===== src/rtl/hamming_enc_arbiter_pkg.sv =====
// Shared definitions for the Hamming(15,11) encoder arbiter: code sizes,
// output-stage state encoding and a reusable round-robin priority search.
package hamming_enc_arbiter_pkg;

    localparam int DATA_W  = 11;
    localparam int CODE_W  = 15;
    localparam int MAX_REQ = 8;

    typedef enum logic {
        EMPTY = 1'b0,
        FULL  = 1'b1
    } state_t;

    // Circular search for the first set bit of valid, starting at ptr and
    // wrapping at n-1 -> 0. Returns 0 when nothing is set; callers qualify
    // the result with |valid.
    function automatic logic [2:0] rr_pick(
        input logic [MAX_REQ-1:0] valid,
        input logic [2:0]         ptr,
        input int                 n
    );
        logic [2:0] pick;
        logic       found;
        int         idx;
        pick  = '0;
        found = 1'b0;
        for (int k = 0; k < MAX_REQ; k++) begin
            idx = (int'(ptr) + k) % n;
            if (k < n && !found && valid[idx]) begin
                pick  = idx[2:0];
                found = 1'b1;
            end
        end
        return pick;
    endfunction

endpackage


===== src/rtl/hamming_enc_arbiter_calcula_hamming.sv =====
// Combinational Hamming(15,11) encoder. Codeword bit p-1 holds code
// position p (1..15); parity bits sit at positions 1,2,4,8 and data bits
// fill the remaining positions in ascending order.
module calcula_hamming
    import hamming_enc_arbiter_pkg::*;
(
    input  logic [DATA_W-1:0] data,
    output logic [CODE_W-1:0] code
);

    // Code position of each data bit.
    localparam int POS [DATA_W] = '{3, 5, 6, 7, 9, 10, 11, 12, 13, 14, 15};

    // Data bits covered by parity bit k (those whose position has bit k set).
    function automatic logic [DATA_W-1:0] cover_mask(input int k);
        logic [DATA_W-1:0] m;
        m = '0;
        for (int i = 0; i < DATA_W; i++) begin
            m[i] = ((POS[i] >> k) & 1) == 1;
        end
        return m;
    endfunction

    genvar gi;

    // Scatter data bits into their non-power-of-two positions.
    generate
        for (gi = 0; gi < DATA_W; gi++) begin : g_data
            assign code[POS[gi]-1] = data[gi];
        end
    endgenerate

    // Even parity over each covered group, placed at position 2^k.
    generate
        for (gi = 0; gi < 4; gi++) begin : g_par
            localparam logic [DATA_W-1:0] MASK = cover_mask(gi);
            assign code[(1 << gi) - 1] = ^(data & MASK);
        end
    endgenerate

endmodule


===== src/rtl/hamming_enc_arbiter.sv =====
// Round-robin arbiter in front of one shared Hamming(15,11) encoder, with a
// single-entry valid/ready output register tagged with the source index.
module hamming_enc_arbiter
    import hamming_enc_arbiter_pkg::*;
#(
    parameter int N_REQ = 4,
    parameter int SRC_W = $clog2(N_REQ),
    parameter int CNT_W = 16
) (
    input  logic                    clk,
    input  logic                    rst,
    input  logic [N_REQ-1:0]        req_valid,
    input  logic [DATA_W*N_REQ-1:0] req_data,
    output logic [N_REQ-1:0]        req_ready,
    output logic                    out_valid,
    output logic [CODE_W-1:0]       out_data,
    output logic [SRC_W-1:0]        out_src,
    input  logic                    out_ready,
    output logic                    busy,
    output logic [CNT_W-1:0]        word_cnt
);

    state_t              state_reg;
    logic [CODE_W-1:0]   out_data_reg;
    logic [SRC_W-1:0]    out_src_reg;
    logic [SRC_W-1:0]    rr_ptr_reg;
    logic [CNT_W-1:0]    word_cnt_reg;

    logic [MAX_REQ-1:0]  valid_ext;
    logic [2:0]          ptr_ext;
    logic [2:0]          grant_idx;
    logic [SRC_W-1:0]    grant_src;
    logic                load;
    logic                accept;
    logic [DATA_W-1:0]   data_arr [N_REQ];
    logic [DATA_W-1:0]   sel_data;
    logic [CODE_W-1:0]   enc_code;

    genvar gi;

    assign out_valid = (state_reg == FULL);
    assign out_data  = out_data_reg;
    assign out_src   = out_src_reg;
    assign word_cnt  = word_cnt_reg;
    assign busy      = out_valid || (|req_valid);

    // The output register can take a word when empty or being drained now.
    assign load   = (state_reg == EMPTY) || (out_ready && out_valid);
    assign accept = !rst && load && (|req_valid);

    // Widen request vector and pointer to the package search width.
    always_comb begin
        valid_ext              = '0;
        valid_ext[N_REQ-1:0]   = req_valid;
        ptr_ext                = '0;
        ptr_ext[SRC_W-1:0]     = rr_ptr_reg;
    end

    assign grant_idx = rr_pick(valid_ext, ptr_ext, N_REQ);
    assign grant_src = grant_idx[SRC_W-1:0];

    generate
        for (gi = 0; gi < N_REQ; gi++) begin : g_req
            assign data_arr[gi]  = req_data[DATA_W*gi +: DATA_W];
            assign req_ready[gi] = accept && (grant_src == SRC_W'(gi));
        end
    endgenerate

    assign sel_data = data_arr[grant_src];

    calcula_hamming u_enc (
        .data (sel_data),
        .code (enc_code)
    );

    // Output-stage FSM, round-robin pointer and accepted-word counter.
    always_ff @(posedge clk) begin
        if (rst) begin
            state_reg    <= EMPTY;
            out_data_reg <= '0;
            out_src_reg  <= '0;
            rr_ptr_reg   <= '0;
            word_cnt_reg <= '0;
        end else begin
            case (state_reg)
                EMPTY: begin
                    if (accept) begin
                        state_reg <= FULL;
                    end
                end
                FULL: begin
                    if (out_ready && !accept) begin
                        state_reg <= EMPTY;
                    end
                end
                default: state_reg <= EMPTY;
            endcase
            if (accept) begin
                out_data_reg <= enc_code;
                out_src_reg  <= grant_src;
                rr_ptr_reg   <= (grant_src == SRC_W'(N_REQ - 1)) ? '0 : grant_src + SRC_W'(1);
                word_cnt_reg <= word_cnt_reg + CNT_W'(1);
            end
        end
    end

endmodule

===== config.mk =====
export PLATFORM = sky130hd
export DESIGN_NAME = hamming_enc_arbiter
export DESIGN_NICKNAME = d
export VERILOG_FILES = /design/src/rtl/hamming_enc_arbiter_pkg.sv /design/src/rtl/hamming_enc_arbiter_calcula_hamming.sv /design/src/rtl/hamming_enc_arbiter.sv
export SDC_FILE = /design/constraint.sdc
export NUM_CORES = 1
export LEC_CHECK = 0
export CELL_PAD_IN_SITES_DETAIL_PLACEMENT = 0
export CELL_PAD_IN_SITES_GLOBAL_PLACEMENT = 1
export CORE_UTILIZATION = 31
export DETAILED_ROUTE_END_ITERATION = 16
export PLACE_DENSITY = 0.75
export SYNTH_ARGS = -nofsm -noshare
export SYNTH_HDL_FRONTEND = slang
export SYNTH_SLANG_ARGS = --single-unit

===== constraint.sdc =====
create_clock -name clk -period 3.54 [get_ports clk]
set_clock_uncertainty 0.1 [all_clocks]
set_input_delay 0.708 -clock clk [delete_from_list [all_inputs] [get_ports clk]]
set_output_delay 0.708 -clock clk [all_outputs]
set_load 0.01 [all_outputs]

==> impl_metrics.env <==
export IMPL_r2r_end="out_data[7]"
export IMPL_dp_cells=379
export IMPL_cp_required_ps=3620
export IMPL_p_seq_share_pct=30.4
export IMPL_syn_avg_cell_area_sq_um=9.76
export IMPL_endpoint="out_data[1]"
export IMPL_layout_setup_ws_ps=173
export IMPL_clock_path_buffers=2
export IMPL_crit_arrival_ps=3450
export IMPL_rsz0062_at_grt="false"
export IMPL_vias=1849
export IMPL_grt_ovfl_total=0
export IMPL_diodes=0
export IMPL_wl_met3_um=272
export IMPL_global_route_usage_total_pct=14.9
export IMPL_leakage_nw=1.39
export IMPL_drt_iter0_drc=155
export IMPL_syn_inst=219
export IMPL_met1_length_mm=2.58
export IMPL_routed_wl_mm=5.28
export IMPL_synth_area_sq_mm=0.00214
export IMPL_drive_above_1_share_pct=12.0
export IMPL_syn2layout_area_growth_pct=54.2
export IMPL_cts_sinks=36
export IMPL_dieHeight_um=85.0
export IMPL_critPathLaunchType="input pin"
export IMPL_grt_max_degree=38
export IMPL_gp_congestion=0.767
export IMPL_fin_cells=393
export IMPL_relSlewSlack_pct=76.4
export IMPL_antenna_found_initial=0
export IMPL_final_cell_area_sq_mm=0.00329
export IMPL_finalHoldViolCount=0
export IMPL_die_area_sq_mm=0.00723
export IMPL_core_sq_mm=0.00649
export IMPL_hold_slack_ps=362
export IMPL_highest_layer="met4"
export IMPL_worstPathCellList="clkdlybuf4s50_1, buf_4, inv_1, a21oi_1, o22ai_1, a21oi_2, buf_12, buf_4, mux2_2, xnor3_1, xnor3_1, a21o_1"
export IMPL_grt_pass1_vias=1683
export IMPL_tritoncts="done"
export IMPL_slowest_stage="clkdlybuf4s50_1"
export IMPL_row_count=29
export IMPL_reg2regPathDepth=10
export IMPL_placed_area_sq_mm=0.00312
export IMPL_clk_latency_ps=280
export IMPL_dr_wl_met2_mm=2.35
export IMPL_clk_pin_slew_ps=70
export IMPL_clockPowerShare_pct=18.5
export IMPL_start_util_pct=32.9
export IMPL_cts_root_buffer="clkbuf_8"
export IMPL_crit_fanout=6
export IMPL_r2r_setup_slack_ps=770
export IMPL_max_clock_freq_mhz=297
export IMPL_ant_nets=0
export IMPL_p_int_mw=1.16
export IMPL_p_sw_mw=0.491
export IMPL_crit_start="req_valid[1]"
export IMPL_max_cap_violations=0
export IMPL_grt_first_pass_wirelength_mm=8.54
export IMPL_mostFrequentLayoutCells="85 x clkdlybuf4s50_1, 36 x dfxtp_1, 23 x mux2i_1, 17 x nor2_1, 17 x nand3b_1"
export IMPL_fillers=628
export IMPL_synth_cell_types=36
export IMPL_drv_slew=0
export IMPL_outcome="finished, final reports clean"
export IMPL_hp_class="register to register"
export IMPL_irDropWorstVdd_uv=215
export IMPL_syn_num_nets=275
export IMPL_switching_share_pct=29.8
export IMPL_via_per_inst=4.70
export IMPL_final_common_cell="clkdlybuf4s50_1"
export IMPL_ys_seq_area_share_pct=33.7
export IMPL_power_mw=1.65
export IMPL_largest_reg_flops=16
export IMPL_whs_path_depth=2
export IMPL_wire_per_inst_um=13.4
export IMPL_dp_final_hpwl_mm=3.80
export IMPL_yosysWarnings=0
export IMPL_dp_slack_ps=-258
export IMPL_fin_nets=371
export IMPL_power_frac_comb_pct=51.0
export IMPL_critical_path_endpoint_type="register"
export IMPL_crit_type="input pin to register"
export IMPL_drt_pass1_iterations=4
export IMPL_worst_pin_slew_ps=353
export IMPL_port_buffers=89
export IMPL_fin_crit_ps=3370
export IMPL_cts_buffers=5
export IMPL_post_route_period_util_pct=95.1
export IMPL_reg2reg_from="rr_ptr_reg[1]"
export IMPL_ys_ff_latch=36
export IMPL_drc=0
export IMPL_p_per_area_mw_per_mm2=501
export IMPL_dieWidth_um=85.0
export IMPL_report_final_setup_viol=0
export IMPL_io_pins=90
export IMPL_slowest_delay_ps=500
export IMPL_h_tree_depth=2
worst min-delay path by stage:
| stage | start | end |
|---|---|---|
| 2_1_floorplan | out_src[0] | out_src[0] |
| 3_3_place_gp | out_src[0] | out_src[0] |
| 3_5_place_dp | out_src[0] | out_src[0] |
| 4_1_cts | out_src[0] | out_src[0] |
| 5_1_grt | out_src[0] | out_src[0] |
| 6_report | out_src[0] | out_src[0] |
Yosys cell counts:
library cell | instances | area share (%)
nor4_1 | 1 | 0.29
or3_1 | 1 | 0.29
mux2_2 | 9 | 4.7
nor2_1 | 17 | 3.0
clkbuf_1 | 11 | 1.9
nand2_1 | 14 | 2.5
o21ai_0 | 12 | 2.8
nand2b_1 | 1 | 0.29
nor2b_1 | 3 | 0.88
nand3b_1 | 17 | 6.0
nand3_1 | 5 | 1.2
xnor2_2 | 1 | 0.76
inv_1 | 5 | 0.88
dfxtp_1 | 36 | 34
xnor3_1 | 6 | 6.3
a21oi_1 | 3 | 0.70
mux2_4 | 1 | 0.70
buf_6 | 1 | 0.53
clkbuf_2 | 1 | 0.23
buf_12 | 2 | 1.9
ha_1 | 5 | 2.9
a21oi_2 | 1 | 0.41
o21ai_1 | 2 | 0.47
xnor2_1 | 6 | 2.5
a21o_1 | 3 | 1.1
nand4_1 | 2 | 0.59
and2_1 | 4 | 1.2
and4_1 | 2 | 0.82
o22a_2 | 1 | 0.47
xnor2_4 | 1 | 1.3
nor3b_1 | 2 | 0.70
o22ai_1 | 2 | 0.59
and3_1 | 4 | 1.2
mux2i_1 | 23 | 11
nor3_1 | 1 | 0.23
xor2_1 | 13 | 5.3
kinds of logic after synthesis:
group | count (synthesis) | synth area share, %
AO/OA/AOI/OAI | 24 | 6.50
XOR/XNOR | 27 | 16.2
adder cells (fa/ha/maj) | 5 | 2.93
buffers and inverters | 20 | 5.44
flip-flops | 36 | 33.7
multiplexers | 33 | 16.2
AND/OR/NAND/NOR | 74 | 19.0
area by class of cell:
type	count	area (sq um)	area share [%]
sequential	36	721	21.9
clock buffer	7	86.3	2.62
clock inverter	1	7.51	0.228
multi-input combinational	163	1320	40.1
inverter	5	18.8	0.570
tap	77	96.3	2.92
timing repair buffer	104	1040	31.7
stage by stage:
step	utilization (%)	TNS [ps]
final	50.7	0
after global routing	50.7	0
after CTS	49.9	0
after detailed placement	48.1	-1260
after global placement	48.1	-1140
after floorplan	-	0
critical path: cells and delay by family:
family,cells,cell delay [ps]
AOI/OAI and AO/OA,4,550
xor gates and xnor gates,2,850
buffers and inverters,5,950
muxes,1,380
power groups by stage:
stage	Combinational [mW]	Clock (mW)	Sequential, mW
3_3_place_gp	0.825	0	0.508
4_1_cts	0.841	0.318	0.502
6_report	0.842	0.306	0.502
2_1_floorplan	0.549	0	0.529
5_1_grt	0.910	0.334	0.510
3_5_place_dp	0.830	0	0.510
metal layers:
| metal | vias up | GRT usage (%) |
|---|---|---|
| met2 | 54 | 23.2 |
| met5 | - | 0 |
| met3 | 5 | 3.11 |
| li1 | 945 | - |
| met1 | 845 | 20.6 |
| met4 | 0 | 5.08 |
repair_timing:
action,CTS,global route
endpoints found under the setup margin,4,2
pin swaps,1,1
hold endpoints to repair,0,0
hold buffers,0,0
gates resized for setup,5,2
buffers inserted,1,5
Power figures use the tool's default switching activity.
